$ cat config.mk
export PLATFORM = sky130hd
export DESIGN_NAME = pepper_manager_flat
export DESIGN_NICKNAME = d
export VERILOG_FILES = /design/src/rtl/pepper_manager_if.sv /design/src/rtl/pepper_manager.sv /design/src/flat_wrapper.sv
export SDC_FILE = /design/constraint.sdc
export NUM_CORES = 1
export LEC_CHECK = 0
export BUFFER_PORTS_ARGS = -buffer_cell sky130_fd_sc_hd__buf_2
export CORE_ASPECT_RATIO = 0.5
export CORE_UTILIZATION = 55
export CTS_CLUSTER_DIAMETER = 150
export DETAILED_ROUTE_END_ITERATION = 10
export GPL_TIMING_DRIVEN = 0
export PLACE_DENSITY_LB_ADDON = 0.15
export SLEW_MARGIN = 15
export SYNTH_ARGS = -nofsm -noshare
export SYNTH_HDL_FRONTEND = slang
export SYNTH_SLANG_ARGS = --single-unit
$ cat constraint.sdc
create_clock -name frame_clk -period 4.2 [get_ports frame_clk]
set_clock_uncertainty 0.15 [all_clocks]
set_input_delay 0.21 -clock frame_clk [delete_from_list [all_inputs] [get_ports frame_clk]]
set_output_delay 0.21 -clock frame_clk [all_outputs]
set_load 0.1 [all_outputs]
$ cat src/rtl/pepper_manager_if.sv
// Signal bundle between the pepper controller and its surroundings (keyboard, motion, enemy AI).
// The master side drives the inputs; the controller sits on the slave side.
interface pepper_manager_if #(
    parameter int N_ENEMY    = 4,
    parameter int PEPPER_MAX = 5
);
    localparam int PC_W = $clog2(PEPPER_MAX + 1);

    logic [7:0]            keycode;
    logic [9:0]            ChefX;
    logic [9:0]            ChefY;
    logic                  chef_left;
    logic [10*N_ENEMY-1:0] EnemyX;
    logic [10*N_ENEMY-1:0] EnemyY;
    logic [N_ENEMY-1:0]    enemy_alive;
    logic                  refill;
    logic [PC_W-1:0]       pepper_count;
    logic                  have_pepper;
    logic                  spray_active;
    logic                  throw_pulse;
    logic [N_ENEMY-1:0]    enemy_stunned;
    logic [N_ENEMY-1:0]    enemy_flash;

    modport master (
        output keycode, ChefX, ChefY, chef_left, EnemyX, EnemyY, enemy_alive, refill,
        input  pepper_count, have_pepper, spray_active, throw_pulse, enemy_stunned, enemy_flash
    );

    modport slave (
        input  keycode, ChefX, ChefY, chef_left, EnemyX, EnemyY, enemy_alive, refill,
        output pepper_count, have_pepper, spray_active, throw_pulse, enemy_stunned, enemy_flash
    );
endinterface

$ cat src/rtl/pepper_manager.sv
// Chef pepper-spray controller: pepper supply, one spray per key press, per-enemy stun timers.
// Define PEPPER_STUN_FLASH_EN to blink enemy_flash during the last quarter of a stun.
module pepper_manager #(
    parameter int N_ENEMY      = 4,
    parameter int PEPPER_INIT  = 3,
    parameter int PEPPER_MAX   = 5,
    parameter int STUN_FRAMES  = 600,
    parameter int SPRAY_FRAMES = 8,
    parameter int HIT_DX       = 24,
    parameter int HIT_DY       = 4,
    parameter int KEY_PEPPER   = 19,
    parameter int CNT_W        = 10
) (
    input  logic             frame_clk,
    input  logic             Reset,
    pepper_manager_if.slave  bus
);
    localparam int PC_W  = $clog2(PEPPER_MAX + 1);
    localparam int TMR_W = $clog2(SPRAY_FRAMES + 1);

    localparam logic [PC_W-1:0]  CNT_INIT   = PC_W'(PEPPER_INIT);
    localparam logic [PC_W-1:0]  CNT_MAX    = PC_W'(PEPPER_MAX);
    localparam logic [TMR_W-1:0] TMR_LOAD   = TMR_W'(SPRAY_FRAMES);
    localparam logic [CNT_W-1:0] STUN_LOAD  = CNT_W'(STUN_FRAMES);
    localparam logic [10:0]      DX         = 11'(HIT_DX);
    localparam logic [10:0]      DY         = 11'(HIT_DY);
    localparam logic [7:0]       KEY_CODE   = 8'(KEY_PEPPER);

    typedef enum logic [1:0] {
        ST_IDLE     = 2'd0,
        ST_SPRAY    = 2'd1,
        ST_COOLDOWN = 2'd2
    } state_t;

    state_t             state_q, state_d;
    logic [TMR_W-1:0]   spray_tmr_q, spray_tmr_d;
    logic [PC_W-1:0]    count_q, count_d;
    logic               key_prev_q, key_prev_d;
    logic [CNT_W-1:0]   stun_cnt_q [N_ENEMY];
    logic [CNT_W-1:0]   stun_cnt_d [N_ENEMY];
    logic               have_pepper_q, have_pepper_d;
    logic               spray_active_q, spray_active_d;
    logic               throw_pulse_q, throw_pulse_d;
    logic [N_ENEMY-1:0] stunned_q, stunned_d;
    logic [N_ENEMY-1:0] flash_q, flash_d;

    logic               key_now;
    logic               accept;
    logic [N_ENEMY-1:0] hit;

    // Box test in 11 bits so chef+reach never wraps; lower bounds clamp at 0.
    function automatic logic hit_test(input logic [9:0] cx, input logic [9:0] cy,
                                      input logic [9:0] ex, input logic [9:0] ey,
                                      input logic left);
        logic [10:0] x_c, y_c, x_e, y_e, x_lo, x_hi, y_lo, y_hi;
        x_c = {1'b0, cx};
        y_c = {1'b0, cy};
        x_e = {1'b0, ex};
        y_e = {1'b0, ey};
        if (left) begin
            x_lo = (x_c >= DX) ? (x_c - DX) : 11'd0;
            x_hi = x_c;
        end else begin
            x_lo = x_c;
            x_hi = x_c + DX;
        end
        y_lo = (y_c >= DY) ? (y_c - DY) : 11'd0;
        y_hi = y_c + DY;
        return (x_e >= x_lo) && (x_e <= x_hi) && (y_e >= y_lo) && (y_e <= y_hi);
    endfunction

`ifdef PEPPER_STUN_FLASH_EN
    localparam logic [CNT_W-1:0] FLASH_BELOW = CNT_W'(STUN_FRAMES / 4);

    function automatic logic flash_of(input logic [CNT_W-1:0] c);
        return (c != {CNT_W{1'b0}}) && (c < FLASH_BELOW) && c[3];
    endfunction
`endif

    // Throw acceptance and spray FSM next state.
    always_comb begin
        state_d     = state_q;
        spray_tmr_d = spray_tmr_q;
        key_now     = (bus.keycode == KEY_CODE);
        key_prev_d  = key_now;
        accept      = key_now && !key_prev_q && (state_q == ST_IDLE) &&
                      (count_q != {PC_W{1'b0}});
        case (state_q)
            ST_IDLE: begin
                if (accept) begin
                    state_d     = ST_SPRAY;
                    spray_tmr_d = TMR_LOAD;
                end else begin
                    state_d     = ST_IDLE;
                end
            end
            ST_SPRAY: begin
                spray_tmr_d = spray_tmr_q - TMR_W'(1);
                if (spray_tmr_q == TMR_W'(1)) begin
                    state_d = key_now ? ST_COOLDOWN : ST_IDLE;
                end else begin
                    state_d = ST_SPRAY;
                end
            end
            ST_COOLDOWN: begin
                if (!key_now) begin
                    state_d = ST_IDLE;
                end else begin
                    state_d = ST_COOLDOWN;
                end
            end
            default: begin
                state_d     = ST_IDLE;
                spray_tmr_d = {TMR_W{1'b0}};
            end
        endcase
    end

    // Pepper supply: a throw and a refill on the same edge cancel out.
    always_comb begin
        count_d = count_q;
        if (accept && !bus.refill) begin
            count_d = count_q - PC_W'(1);
        end else if (!accept && bus.refill && (count_q < CNT_MAX)) begin
            count_d = count_q + PC_W'(1);
        end else begin
            count_d = count_q;
        end
        have_pepper_d  = (count_d != {PC_W{1'b0}});
        spray_active_d = (state_d == ST_SPRAY);
        throw_pulse_d  = accept;
    end

    // Per-enemy hit test and stun countdown (death beats hit beats decay).
    always_comb begin
        hit       = {N_ENEMY{1'b0}};
        stunned_d = {N_ENEMY{1'b0}};
        flash_d   = {N_ENEMY{1'b0}};
        for (int i = 0; i < N_ENEMY; i++) begin
            stun_cnt_d[i] = stun_cnt_q[i];
            hit[i] = (state_q == ST_SPRAY) && bus.enemy_alive[i] &&
                     hit_test(bus.ChefX, bus.ChefY, bus.EnemyX[10*i +: 10],
                              bus.EnemyY[10*i +: 10], bus.chef_left);
            if (!bus.enemy_alive[i]) begin
                stun_cnt_d[i] = {CNT_W{1'b0}};
            end else if (hit[i]) begin
                stun_cnt_d[i] = STUN_LOAD;
            end else if (stun_cnt_q[i] != {CNT_W{1'b0}}) begin
                stun_cnt_d[i] = stun_cnt_q[i] - CNT_W'(1);
            end else begin
                stun_cnt_d[i] = stun_cnt_q[i];
            end
            stunned_d[i] = (stun_cnt_d[i] != {CNT_W{1'b0}});
`ifdef PEPPER_STUN_FLASH_EN
            flash_d[i] = flash_of(stun_cnt_d[i]);
`else
            flash_d[i] = 1'b0;
`endif
        end
    end

    // State and output registers; reset aborts any spray or stun in progress.
    always_ff @(posedge frame_clk or posedge Reset) begin
        if (Reset) begin
            state_q        <= ST_IDLE;
            spray_tmr_q    <= {TMR_W{1'b0}};
            count_q        <= CNT_INIT;
            key_prev_q     <= 1'b0;
            have_pepper_q  <= (CNT_INIT != {PC_W{1'b0}});
            spray_active_q <= 1'b0;
            throw_pulse_q  <= 1'b0;
            stunned_q      <= {N_ENEMY{1'b0}};
            flash_q        <= {N_ENEMY{1'b0}};
            for (int i = 0; i < N_ENEMY; i++) begin
                stun_cnt_q[i] <= {CNT_W{1'b0}};
            end
        end else begin
            state_q        <= state_d;
            spray_tmr_q    <= spray_tmr_d;
            count_q        <= count_d;
            key_prev_q     <= key_prev_d;
            have_pepper_q  <= have_pepper_d;
            spray_active_q <= spray_active_d;
            throw_pulse_q  <= throw_pulse_d;
            stunned_q      <= stunned_d;
            flash_q        <= flash_d;
            for (int i = 0; i < N_ENEMY; i++) begin
                stun_cnt_q[i] <= stun_cnt_d[i];
            end
        end
    end

    assign bus.pepper_count  = count_q;
    assign bus.have_pepper   = have_pepper_q;
    assign bus.spray_active  = spray_active_q;
    assign bus.throw_pulse   = throw_pulse_q;
    assign bus.enemy_stunned = stunned_q;
    assign bus.enemy_flash   = flash_q;
endmodule

$ cat src/flat_wrapper.sv
// flat-port wrapper written by rule: the top's interface ports become plain ports
module pepper_manager_flat 
#(
    parameter int N_ENEMY      = 4,
    parameter int PEPPER_INIT  = 3,
    parameter int PEPPER_MAX   = 5,
    parameter int STUN_FRAMES  = 600,
    parameter int SPRAY_FRAMES = 8,
    parameter int HIT_DX       = 24,
    parameter int HIT_DY       = 4,
    parameter int KEY_PEPPER   = 19,
    parameter int CNT_W        = 10
)
  (frame_clk, Reset, bus_keycode, bus_ChefX, bus_ChefY, bus_chef_left, bus_EnemyX, bus_EnemyY, bus_enemy_alive, bus_refill, bus_pepper_count, bus_have_pepper, bus_spray_active, bus_throw_pulse, bus_enemy_stunned, bus_enemy_flash);
  pepper_manager_if #(.N_ENEMY(N_ENEMY), .PEPPER_MAX(PEPPER_MAX)) bus_i ();
  input  logic frame_clk;
  input  logic Reset;
  input wire logic [$bits(bus_i.keycode)-1:0] bus_keycode;
  input wire logic [$bits(bus_i.ChefX)-1:0] bus_ChefX;
  input wire logic [$bits(bus_i.ChefY)-1:0] bus_ChefY;
  input wire logic [$bits(bus_i.chef_left)-1:0] bus_chef_left;
  input wire logic [$bits(bus_i.EnemyX)-1:0] bus_EnemyX;
  input wire logic [$bits(bus_i.EnemyY)-1:0] bus_EnemyY;
  input wire logic [$bits(bus_i.enemy_alive)-1:0] bus_enemy_alive;
  input wire logic [$bits(bus_i.refill)-1:0] bus_refill;
  output wire logic [$bits(bus_i.pepper_count)-1:0] bus_pepper_count;
  output wire logic [$bits(bus_i.have_pepper)-1:0] bus_have_pepper;
  output wire logic [$bits(bus_i.spray_active)-1:0] bus_spray_active;
  output wire logic [$bits(bus_i.throw_pulse)-1:0] bus_throw_pulse;
  output wire logic [$bits(bus_i.enemy_stunned)-1:0] bus_enemy_stunned;
  output wire logic [$bits(bus_i.enemy_flash)-1:0] bus_enemy_flash;
  assign bus_i.keycode = bus_keycode;
  assign bus_i.ChefX = bus_ChefX;
  assign bus_i.ChefY = bus_ChefY;
  assign bus_i.chef_left = bus_chef_left;
  assign bus_i.EnemyX = bus_EnemyX;
  assign bus_i.EnemyY = bus_EnemyY;
  assign bus_i.enemy_alive = bus_enemy_alive;
  assign bus_i.refill = bus_refill;
  assign bus_pepper_count = bus_i.pepper_count;
  assign bus_have_pepper = bus_i.have_pepper;
  assign bus_spray_active = bus_i.spray_active;
  assign bus_throw_pulse = bus_i.throw_pulse;
  assign bus_enemy_stunned = bus_i.enemy_stunned;
  assign bus_enemy_flash = bus_i.enemy_flash;
  pepper_manager #(.N_ENEMY(N_ENEMY), .PEPPER_INIT(PEPPER_INIT), .PEPPER_MAX(PEPPER_MAX), .STUN_FRAMES(STUN_FRAMES), .SPRAY_FRAMES(SPRAY_FRAMES), .HIT_DX(HIT_DX), .HIT_DY(HIT_DY), .KEY_PEPPER(KEY_PEPPER), .CNT_W(CNT_W)) u_core (.frame_clk(frame_clk), .Reset(Reset), .bus(bus_i));
endmodule
After elaboration in Yosys (flattened, before gate mapping)
Index checks and enable logic that the tools add are counted.
Word-level totals
  bits in registers: 57
  bits in latches: 0
  memories kept: 0
  ROM bits: 0
  bits of input ports: 116
  memory bits (writable): 0
Operators by class
  shift operators: 0
  $mul: 0
  order comparisons: 19
  bitwise gates (word level): 1
  add/sub/neg operators: 11
  equal/unequal tests: 6
  reduce and logical (&&, ||, !) cells: 41
  div/mod/pow operators: 0
  muxes and demuxes: 24
Operator list (number)
  two-way mux 10 bit: 12
  >= comparator 10 x 11 -> 1 bit: 8
  <= comparator 10 x 11 -> 1 bit: 8
  nonzero test 10 bit: 8
  two-way mux 11 bit: 4
  subtractor 10 x 1 -> 10 bit (second input constant): 4
  logical AND 1 bit: 26
  one-hot mux 4 bit (3 select lines): 1
  adder 10 x 3 -> 11 bit (second input constant): 1
  adder 10 x 5 -> 11 bit (second input constant): 1
  subtractor 10 x 3 -> 11 bit (second input constant): 1
  subtractor 10 x 5 -> 11 bit (second input constant): 1
  >= comparator 10 x 3 -> 1 bit (second input constant): 1
  >= comparator 10 x 5 -> 1 bit (second input constant): 1
  equality test 8 x 5 -> 1 bit (second input constant): 1
  two-way mux 3 bit: 2
  one-hot mux 2 bit (3 select lines): 1
  nonzero test 3 bit: 2
  equality test 2 x 1 -> 1 bit (second input constant): 2
  equality test 4 x 1 -> 1 bit (second input constant): 1
  two-way mux 2 bit: 2
  two-way mux 4 bit: 1
  subtractor 4 x 1 -> 4 bit (second input constant): 1
  adder 3 x 1 -> 3 bit (second input constant): 1
  other kinds (9): 11

Logic depth before layout (Yosys ltp)
  word-level depth: 11
  depth in mapped cells: 15
  depth with buffers taken out: 13

Least setup slack after synthesis
No wires, ideal clock.
  path type: input port to flip-flop
  start point: input port bus_ChefX[6]
  end point: register u_core.stun_cnt_q[24] in the netlist's numbering
  setup time: 121 ps
  arrival: 3727 ps
  cell stages on the path: 14
  slack: 202 ps
  data required time: 3929 ps
  path through: clkbuf_1 -> or4_1 -> a31oi_1 -> nor3b_1 -> nand2_1 -> and2_1 -> ha_1 -> nand2b_1 -> a31oi_1 -> o21ai_0 -> maj3_1 -> or3b_2 -> buf_2 -> a22o_1
RTL lines
  start, declared: RTL line flat_wrapper.sv:19  | input wire logic [$bits(bus_i.ChefX)-1:0] bus_ChefX;
  end signal, assigned by index: RTL line pepper_manager.sv:175  | stun_cnt_q[i] <= {CNT_W{1'b0}};
  end signal, assigned by index: RTL line pepper_manager.sv:188  | stun_cnt_q[i] <= stun_cnt_d[i];
  end, declared: RTL line pepper_manager.sv:39  | logic [CNT_W-1:0] stun_cnt_q [N_ENEMY];

==> implementation parameters <==
Parameter                              Value

Status
  Run status    completed

Yosys
  Seq cells post-synth    57
  Syn Std Cell Area    0.00765 mm²
  Synth cell types    just over 70
  Count of flip-flops with a built-in enable after synthesis    0
  Number of cells produced by synthesis    between 900 and 1000
  Share of flip-flops with an asynchronous set or reset    1.00
  Synth Warn #    0
  Top_reg_cell synth    dfrtp_1
  Post-Syn Area per Cell    approximately 8.3 µm²
  Fraction of the yosys area taken by sequential cells    0.187

Final layout
  Top library cells by usage in the layout, fill and taps aside    ha_1, buf_2, nand2_1
  Sequential Area    approximately 0.0014 mm²
  Multi-input gate area in the final layout    between 0.005 and 0.006 mm²
  Area Overhead vs Synth    15.6%
  Most frequent standard cell in the layout excluding fill and tap cells    ha_1
  Share of final-layout standard cells stronger than drive strength 1    0.177
  Filler Cells Inserted    1151
  Final net count    ~1300

Floorplanning
  Count of standard-cell rows    30
  Total die area    roughly 0.014 mm²
  Floorplan die height    around 85 µm
  Placeable core area    0.0136 mm²
  I/O pins    130
  DIE WIDTH    ~170 µm
  Initial cell density of the core    0.564

Timing
  Max Clock Freq    255 MHz
  Final worst-path setup slack    about 280 ps
  Total negative slack    0 ps
  Minimum clock period after layout    between 3000 and 4000 ps
  Hold Fails Final Rpt    0
  Setup repair after global routing missed its margin    false
  Actual transition at the worst max-transition pin    699 ps
  Final Cycle Share    0.932
  Number of setup violations in the final report    0
  Worst slew slack as a fraction of its limit    0.532
  Count of final max-slew check failures    0

Run
  Max_cap viols    0

Global route
  Vias in the first global route    roughly 7000
  Global-route wire length before repair    around 33 mm
  Global router's overall resource usage    0.287
  Residual overflow from global routing    0
  Largest net degree at the start of global routing    58
  Initial antenna violation count    0

Power and ir drop
  Total Power Consumption    0.00414 W
  Largest vdd supply drop    approximately 270 µV
  Power density normalized to cell area    around 470 mW/mm²
  P_leak    about 4.4 nW

Worst setup path
  Critical path class    primary input to flip-flop
  Arrival time of data at the critical path endpoint    a little under 4000 ps
  Required arrival time at the worst endpoint    around 4300 ps
  Peak fanout along the critical path    10
  Sort of element at the end of the critical path    flip-flop
  Startpoint types    primary input

Routing
  Wirelength per Cell    between 15 and 20 µm
  Per-cell via count in the routed design    approximately 6
  Number of violations reported at the end of detailed-routing iteration 0    roughly 340
  DR pass1 iterations    5
  Post-route ant nets    0
  Total via count in the routed design    7515
  Total wire length after detailed routing    around 20 mm
  Number of design rule violations left after detail routing    0

Clock network
  Number of clock buffers inserted by TritonCTS    9
  Register clock-pin slew on the reported worst setup and hold paths    roughly 50 ps
  Level count of the clock H-tree    3
  Number of buffers on the longest clock path    2
  Clock Sink Count    between 50 and 60
  Cell at the root of the clock tree    clkbuf_16
  TritonCTS clock tree    yes
  Clock latency on the worst-skew pair    330 ps

Placement
  Post-Place Worst Slack    -633 ps
  Detailed placer's ending HPWL    16.2 mm
  Routability Congestion    ~0.94
  Count of port buffers added during placement    120

Worst hold path
  Worst hold-check path type    primary input to flip-flop
-- cell usage after synthesis (9+ instances only) --
| library cell | instances | area (µm²) |
|---|---|---|
| inv_1 | 47 | 176 |
| a31oi_1 | 9 | 56.3 |
| a21oi_1 | 64 | 320 |
| nand3_1 | 23 | 115 |
| clkbuf_1 | 22 | 82.6 |
| xnor2_1 | 13 | 114 |
| a211oi_1 | 16 | 120 |
| nor2_1 | 58 | 218 |
| nand2b_1 | 10 | 62.6 |
| nor2b_1 | 19 | 119 |
| a21o_1 | 24 | 180 |
| dfrtp_1 | 54 | 1350 |
| nor4_1 | 16 | 100 |
| nand4_1 | 18 | 113 |
| and3_1 | 11 | 68.8 |
| nand2_1 | 74 | 278 |
| or4_1 | 9 | 67.6 |
| ha_1 | 170 | 2130 |
| xor2_1 | 20 | 175 |
| o21ai_0 | 53 | 265 |
| o211ai_1 | 10 | 75.1 |
| nor3_1 | 30 | 150 |
-- path summary, 6_finish.rpt --
| check | from | to | slack [ps] | cells past startpoint |
|---|---|---|---|---|
| min | bus_enemy_alive[2] | u_core.stun_cnt_q[14] | 30 | 3 |
| max in group asynchronous | Reset | u_core.bus.enemy_stunned[0] | 3040 | 3 |
| max reg2reg | u_core.stun_cnt_q[30] | u_core.bus.enemy_stunned[0] | 800 | 9 |
| min in group asynchronous | Reset | u_core.bus.throw_pulse | 400 | 3 |
| min reg2reg | u_core.spray_tmr_q[3] | u_core.spray_tmr_q[3] | 400 | 2 |
| max | bus_ChefX[6] | u_core.stun_cnt_q[24] | 280 | 13 |
-- registers in the layout, summed over array words and instances, names as in the netlist --
name and count:
u_core.bus.spray_active 1, u_core.spray_tmr_q 4, u_core.bus.pepper_count 3, u_core.bus.enemy_stunned 4
u_core.bus.have_pepper 1, u_core.bus.throw_pulse 1, u_core.state_q 2, u_core.key_prev_q 1
u_core.stun_cnt_q 40
-- power by group --
part / total (W) / switching (W) / internal, W
Clock: 0.000665 / 0.000253 / 0.000412
Sequential: 0.000969 / 0.000215 / 0.000754
Combinational: 0.00250 / 0.00148 / 0.00102
Total: 0.00414 / 0.00195 / 0.00219
-- layout make-up --
| type | count | share of cell area |
|---|---|---|
| multi-input combinational | 787 | 0.671 |
| sequential | 57 | 0.162 |
| timing repair buffer | 123 | 0.0707 |
| clock buffer | 11 | 0.0274 |
| tap | 192 | 0.0272 |
| inverter | 47 | 0.0202 |
| buffer | 34 | 0.0180 |
| clock inverter | 5 | 0.00354 |
| antenna | 1 | 0.000283 |
-- per-stage QoR --
step / utilization / area [µm²] / cells / hold slack [ps]
after floorplan: - / 7660 / 925 / 174
after detailed placement: 0.628 / 8500 / 1237 / 228
after CTS: 0.649 / 8800 / 1254 / 25.2
final: 0.653 / 8840 / 1257 / 30.7
after global routing: 0.653 / 8840 / 1256 / 49.8
after global placement: 0.627 / 8500 / 1237 / 365
-- metal layers --
metal,vias to the layer above,wire (µm),global-route usage
met5,-,0,0
met3,40,1380,0.0644
met2,232,9260,0.484
met1,3487,9160,0.365
met4,0,435,0.0959
li1,3756,-,-
-- critical path, stage by stage --
cell and delay (ps):
clkbuf_1 210, or4_1 610, a31oi_2 210, nor3b_4 260
buf_4 160, a2bb2oi_1 430, ha_1 340, a21oi_1 140
o21ai_0 140, maj3_1 370, or3b_2 460, buf_2 200
a22o_1 240
-- cells by family (layout without fill, tap and decap cells) --
group | after synthesis | count (layout) | share of synthesized area
simple gates | 321 | 321 | 0.223
compound gates | 244 | 244 | 0.209
fa+ha+maj | 171 | 171 | 0.279
buf+inv | 81 | 220 | 0.0437
flops | 57 | 57 | 0.187
xor+xnor | 33 | 33 | 0.0378
mux | 14 | 14 | 0.0193
other cells | 1 | 5 | 0.000490
-- repair_timing --
action | in CTS | in global routing
endpoints found under the hold margin | 54 | 0
hold buffers | 1 | 0
gates resized for setup | 3 | 8
buffers inserted | 0 | 2
endpoints found under the setup margin | 25 | 42
No activity file was read; power rests on OpenSTA's default activity.
